File: src/rtl/dec_n_seq.sv
// Registered SEL_W-to-2^SEL_W one-hot decoder with a valid/ready input handshake.
// Output modes: LATCH (hold the line), PULSE (fixed-length strobe), SCAN (walk all lines).
// Optional feature macro: DEC_CNT_EN adds the CNT_W parameter and the saturating
// dec_count output that counts accepted transfers.
module dec_n_seq #(
  parameter int unsigned SEL_W     = 2,
  parameter int unsigned PULSE_LEN = 4
`ifdef DEC_CNT_EN
  ,
  parameter int unsigned CNT_W     = 16
`endif
) (
  input  logic                  clk,
  input  logic                  rst_n,
  input  logic                  en,
  input  logic [1:0]            mode,
  input  logic                  in_valid,
  output logic                  in_ready,
  input  logic [SEL_W-1:0]      Din,
  output logic [2**SEL_W-1:0]   Dout,
  output logic                  out_valid,
  output logic                  busy
`ifdef DEC_CNT_EN
  ,
  output logic [CNT_W-1:0]      dec_count
`endif
);

  localparam int unsigned OUT_W   = 2**SEL_W;
  localparam int unsigned MAX_LEN = (PULSE_LEN > OUT_W) ? PULSE_LEN : OUT_W;
  localparam int unsigned TMR_W   = (MAX_LEN > 1) ? $clog2(MAX_LEN) : 1;

  // Timer holds the number of cycles remaining after the current one.
  localparam logic [TMR_W-1:0] PULSE_LOAD = TMR_W'(PULSE_LEN - 1);
  localparam logic [TMR_W-1:0] SCAN_LOAD  = TMR_W'(OUT_W - 1);
  localparam logic [OUT_W-1:0] LINE0      = OUT_W'(1);

  typedef enum logic [1:0] {
    StIdle,
    StHold,
    StPulse,
    StScan
  } state_e;

  state_e             r_state;
  state_e             w_state_d;
  logic [OUT_W-1:0]   r_dout;
  logic [OUT_W-1:0]   w_dout_d;
  logic [TMR_W-1:0]   r_tmr;
  logic [TMR_W-1:0]   w_tmr_d;
  logic               w_accept;

  // Handshake: only IDLE/HOLD accept; reset forces not-ready.
  assign in_ready  = rst_n & en & ((r_state == StIdle) | (r_state == StHold));
  assign w_accept  = in_valid & in_ready;
  assign Dout      = r_dout;
  assign out_valid = |r_dout;
  assign busy      = (r_state == StPulse) | (r_state == StScan);

  // State, output line and sequence timer registers.
  always_ff @(posedge clk or negedge rst_n) begin
    if (!rst_n) begin
      r_state <= StIdle;
      r_dout  <= '0;
      r_tmr   <= '0;
    end else begin
      r_state <= w_state_d;
      r_dout  <= w_dout_d;
      r_tmr   <= w_tmr_d;
    end
  end

  // Next-state: disable wins, then accept, then sequence progress.
  always_comb begin
    w_state_d = r_state;
    w_dout_d  = r_dout;
    w_tmr_d   = r_tmr;
    if (!en) begin
      w_state_d = StIdle;
      w_dout_d  = '0;
      w_tmr_d   = '0;
    end else if (w_accept) begin
      w_dout_d = LINE0 << Din;
      unique case (mode)
        2'b01: begin
          w_state_d = StPulse;
          w_tmr_d   = PULSE_LOAD;
        end
        2'b10: begin
          w_state_d = StScan;
          w_tmr_d   = SCAN_LOAD;
        end
        default: begin
          w_state_d = StHold;
          w_tmr_d   = '0;
        end
      endcase
    end else begin
      unique case (r_state)
        StPulse: begin
          if (r_tmr == '0) begin
            w_state_d = StIdle;
            w_dout_d  = '0;
          end else begin
            w_tmr_d = r_tmr - 1'b1;
          end
        end
        StScan: begin
          if (r_tmr == '0) begin
            w_state_d = StIdle;
            w_dout_d  = '0;
          end else begin
            w_dout_d = {r_dout[OUT_W-2:0], r_dout[OUT_W-1]};
            w_tmr_d  = r_tmr - 1'b1;
          end
        end
        default: begin
          w_state_d = r_state;
        end
      endcase
    end
  end

`ifdef DEC_CNT_EN
  logic [CNT_W-1:0] r_count;

  // Saturating count of accepted transfers; cleared only by reset.
  always_ff @(posedge clk or negedge rst_n) begin
    if (!rst_n) begin
      r_count <= '0;
    end else if (w_accept && (r_count != '1)) begin
      r_count <= r_count + 1'b1;
    end
  end

  assign dec_count = r_count;
`endif

endmodule

File: config.mk
export PLATFORM = sky130hd
export DESIGN_NAME = dec_n_seq
export DESIGN_NICKNAME = d
export VERILOG_FILES = /design/src/rtl/dec_n_seq.sv
export SDC_FILE = /design/constraint.sdc
export NUM_CORES = 1
export LEC_CHECK = 0
export CORE_AREA = 2 2 39 41
export CTS_CLUSTER_DIAMETER = 40
export CTS_CLUSTER_SIZE = 25
export DETAILED_ROUTE_END_ITERATION = 10
export DIE_AREA = 0 0 41 43
export SETUP_SLACK_MARGIN = 0.02
export SYNTH_ARGS = -nofsm -noshare
export SYNTH_HDL_FRONTEND = slang
export SYNTH_SLANG_ARGS = --single-unit
File: constraint.sdc
create_clock -name clk -period 1.8 [get_ports clk]
set_input_delay 0.54 -clock clk [delete_from_list [all_inputs] [get_ports clk]]
set_output_delay 0.54 -clock clk [all_outputs]
set_load 0.1 [all_outputs]
==> results.txt <==
----------------------------------------------------
[Status]
  Outcome ... finished with violations
  Violations in the final reports ... negative setup slack

[Die]
  Y dimension of the die ... 43 um
  Floorplan die width ... 41 um
  Initial core utilization ... 34.90%
  Number of placement rows ... 14
  Placeable core area ... 1384 um2
  Io pins ... 15
  Overall die area ... 1763 um2

[Clock tree]
  Htree depth ... 1
  Longest Clk Path Bufs ... 2
  TritonCTS clock tree ... done
  Clock-pin slew on the worst setup and hold paths ... 0.06 ns
  Clock Latency Late Sink ... 0.27 ns
  Clock root buffer ... sky130_fd_sc_hd__clkbuf_4
  Number of clock buffers inserted by TritonCTS ... 3
  Post-CTS Hold Fix Bufs ... 0
  Number of clock sinks ... 8

[Synthesis]
  Number of synthesized flops with an enable pin ... 0
  Leading area contributor after synthesis ... sky130_fd_sc_hd__dfrtp_1
  Leading register cell type out of synthesis ... sky130_fd_sc_hd__dfrtp_1
  Cells taking the most area after synthesis ... sky130_fd_sc_hd__dfrtp_1, sky130_fd_sc_hd__a221o_1, sky130_fd_sc_hd__ha_1, sky130_fd_sc_hd__and3_4, sky130_fd_sc_hd__nand3b_4
  Fraction of the yosys area taken by sequential cells ... 41.45%
  Proportion of netlist area held by the largest area contributor ... 41.45%
  Flip-flop and latch count after synthesis ... 8
  Synth Net Count ... 54
  Library cells used by synthesis ... 23
  Instance count of the mapped netlist ... 44
  Post-synth ARST share ... 100.0%
  Netlist area before placement ... 483.0 um2
  Count of yosys warnings during synthesis ... 0
  Per-instance average area after synthesis ... 10.98 um2
  Commonest cells post-synth ... sky130_fd_sc_hd__dfrtp_1, sky130_fd_sc_hd__a221o_1, sky130_fd_sc_hd__inv_1, sky130_fd_sc_hd__nand2_1, sky130_fd_sc_hd__nor2_1
  Most common cell in the synthesized netlist ... sky130_fd_sc_hd__dfrtp_1

[Placement]
  Post-DP HPWL ... 870.3 um
  Number of port buffers ... 14
  Cell count after placement ... 79
  Final RePlAce weighted congestion ... 0.6588
  Placement-stage cell area ... 755.7 um2

[Route]
  Antenna Nets Post-Route ... 0
  Number of DRC markers after the initial detailed-route iteration ... 4
  WL/cell ... 12.80 um
  Count of vias placed by the detailed router ... 428
  Count of unresolved DRC violations after routing ... 0
  Number of vias per cell after detailed routing ... 4.977
  Detailed Route WL ... 1101 um
  Count of TritonRoute iterations in the first routing pass ... 4

[Critical path]
  Worst-path cell with the longest stage delay ... sky130_fd_sc_hd__or4_4
  Number of buffers and inverters on the critical path ... 1
  Critical-path maximum fanout ... 2
  Kind of end point of the critical path ... output port
  Critical Setup Path Class ... reg2out
  Crit path largest cell delay ... 0.54 ns
  Crit path required time ... 1.26 ns
  Cell class contributing the biggest share of worst-path delay ... simple AND/OR/NAND/NOR gates
  Worst endpoint data arrival time ... 1.39 ns
  R2R Setup Slk ... 0.37 ns
  Critical path startpoint category ... flop
  Worst-path cell chain ... or4_4, buf_12

[Power]
  Worst-case vdd ir drop ... 378.1 uV
  Leak Pwr ... 0.3714 nW
  Power per Cell Area ... 650.9 nW/um2
  Post-layout power ... 0.5221 mW

[Finish]
  Final design instance area without fill ... 802.0 um2
  Area Overhead vs Synth ... 66.06%
  Fraction of final layout cells with drive strength greater than 1 ... 42.86%
  Post-Layout Cell Count ... 86
  Net count reported at finish ... 81
  Antenna fix cells ... 0
  Final standard cell utilization of the core ... 57.96%

[Min path]
  Worst Hold Class ... in2async

[STA]
  Final setup skew ... 0.006140 ns
  RSZ-0062 raised after global routing ... true
  Part of the cycle the worst path needs ... 107.0%
  PnR worst setup slack ... -0.1260 ns
  Hold Worst Slack ... 0.3286 ns
  Relative slew margins ... 84.22%
  Final Setup Violations ... 1
  Final max-slew violation count ... 0
  Max Clk Rate ... 519.2 MHz
  Post-layout min period ... 1.926 ns
  Tightest Pin Transition ... 0.2349 ns
  Final Hold Violating Endpoints ... 0

[GRT]
  Antenna violations before repair ... 0
  Residual overflow from global routing ... 0
  Global-route wire length before repair ... 1856 um
  GRT Total Usage ... 17.21%
  Largest net degree at the start of global routing ... 8
  Vias in the first global route ... 390

[Run]
  Number of max-cap violations ... 0

----------------------------------------------------
## cells in the final DEF (no fill, tap or decap), drive strengths merged, types with 2 or more instances in the layout
cell / n
dfrtp: 8
clkbuf: 4
clkdlybuf4s50: 5
inv: 4
and3: 3
o21a: 2
nand2: 3
nor3b: 2
nor2: 3
a221o: 4
buf: 16
ha: 2
dlygate4sd2: 2
## report_power, final
group          switching (mW)  total, mW  leakage [nW]  internal [mW]
clock                  0.0695      0.155        0.0150         0.0853
sequential            0.00631      0.195         0.104          0.188
combinational          0.0961      0.173         0.252         0.0765
total                   0.172      0.522         0.371          0.350
## stage by stage
step	setup TNS, ns	setup WS, ns
after global routing	-0.1474	-0.1474
final	-0.1260	-0.1260
after floorplan	-0.2175	-0.2175
after CTS	-0.1270	-0.1270
after global placement	-1.064	-0.1640
after detailed placement	-0.8896	-0.1584
## path summary, 6_finish.rpt
check / startpoint / endpoint / cells past startpoint
worst max-delay path: Dout[3] / out_valid / 2
worst min-delay path: rst_n / r_state[1] / 2
worst max register to register: r_tmr[0] / r_tmr[1] / 5
worst min register to register: r_tmr[0] / r_tmr[0] / 2
max in group asynchronous: rst_n / Dout[3] / 3
min in group clk: r_tmr[0] / r_tmr[0] / 2
## routing by layer
| metal | global-route usage, % | vias to the layer above | wire [um] | share of wire (%) |
|---|---|---|---|---|
| met3 | 5.236 | 4 | 63 | 5.7 |
| li1 | - | 219 | - | - |
| met4 | 14.00 | 0 | 44 | 4.0 |
| met5 | 0 | - | 0 | 0 |
| met2 | 25.31 | 14 | 556 | 50 |
| met1 | 19.19 | 191 | 438 | 40 |
## repair_timing
action,in CTS,in global routing
buffers inserted,2,1
pin swaps,2,0
resized for setup,2,0
setup endpoints to repair,2,1
hold endpoints to repair,0,0
## cell type report
class / instances / area [um2]
sequential: 8 / 203.9
multi-input combinational: 31 / 261.5
clock buffer: 4 / 26.28
fill: 125 / 581.8
timing repair buffer: 23 / 275.3
inverter: 4 / 15.01
tap: 16 / 20.02
## flip-flops by register name (all words and copies together) (netlist names)
signal / count
Dout: 4
r_state: 2
r_tmr: 2
## kinds of logic after synthesis
logic type               Yosys count  synth area share (%)
adder cells (fa/ha/maj)            2                 5.181
flip-flops                         8                 41.45
AO/OA/AOI/OAI                     10                 17.36
multiplexers                       1                 2.331
AND/OR/NAND/NOR                   18                 28.50
buffers and inverters              5                 5.181
Power figures use the tool's default switching activity.
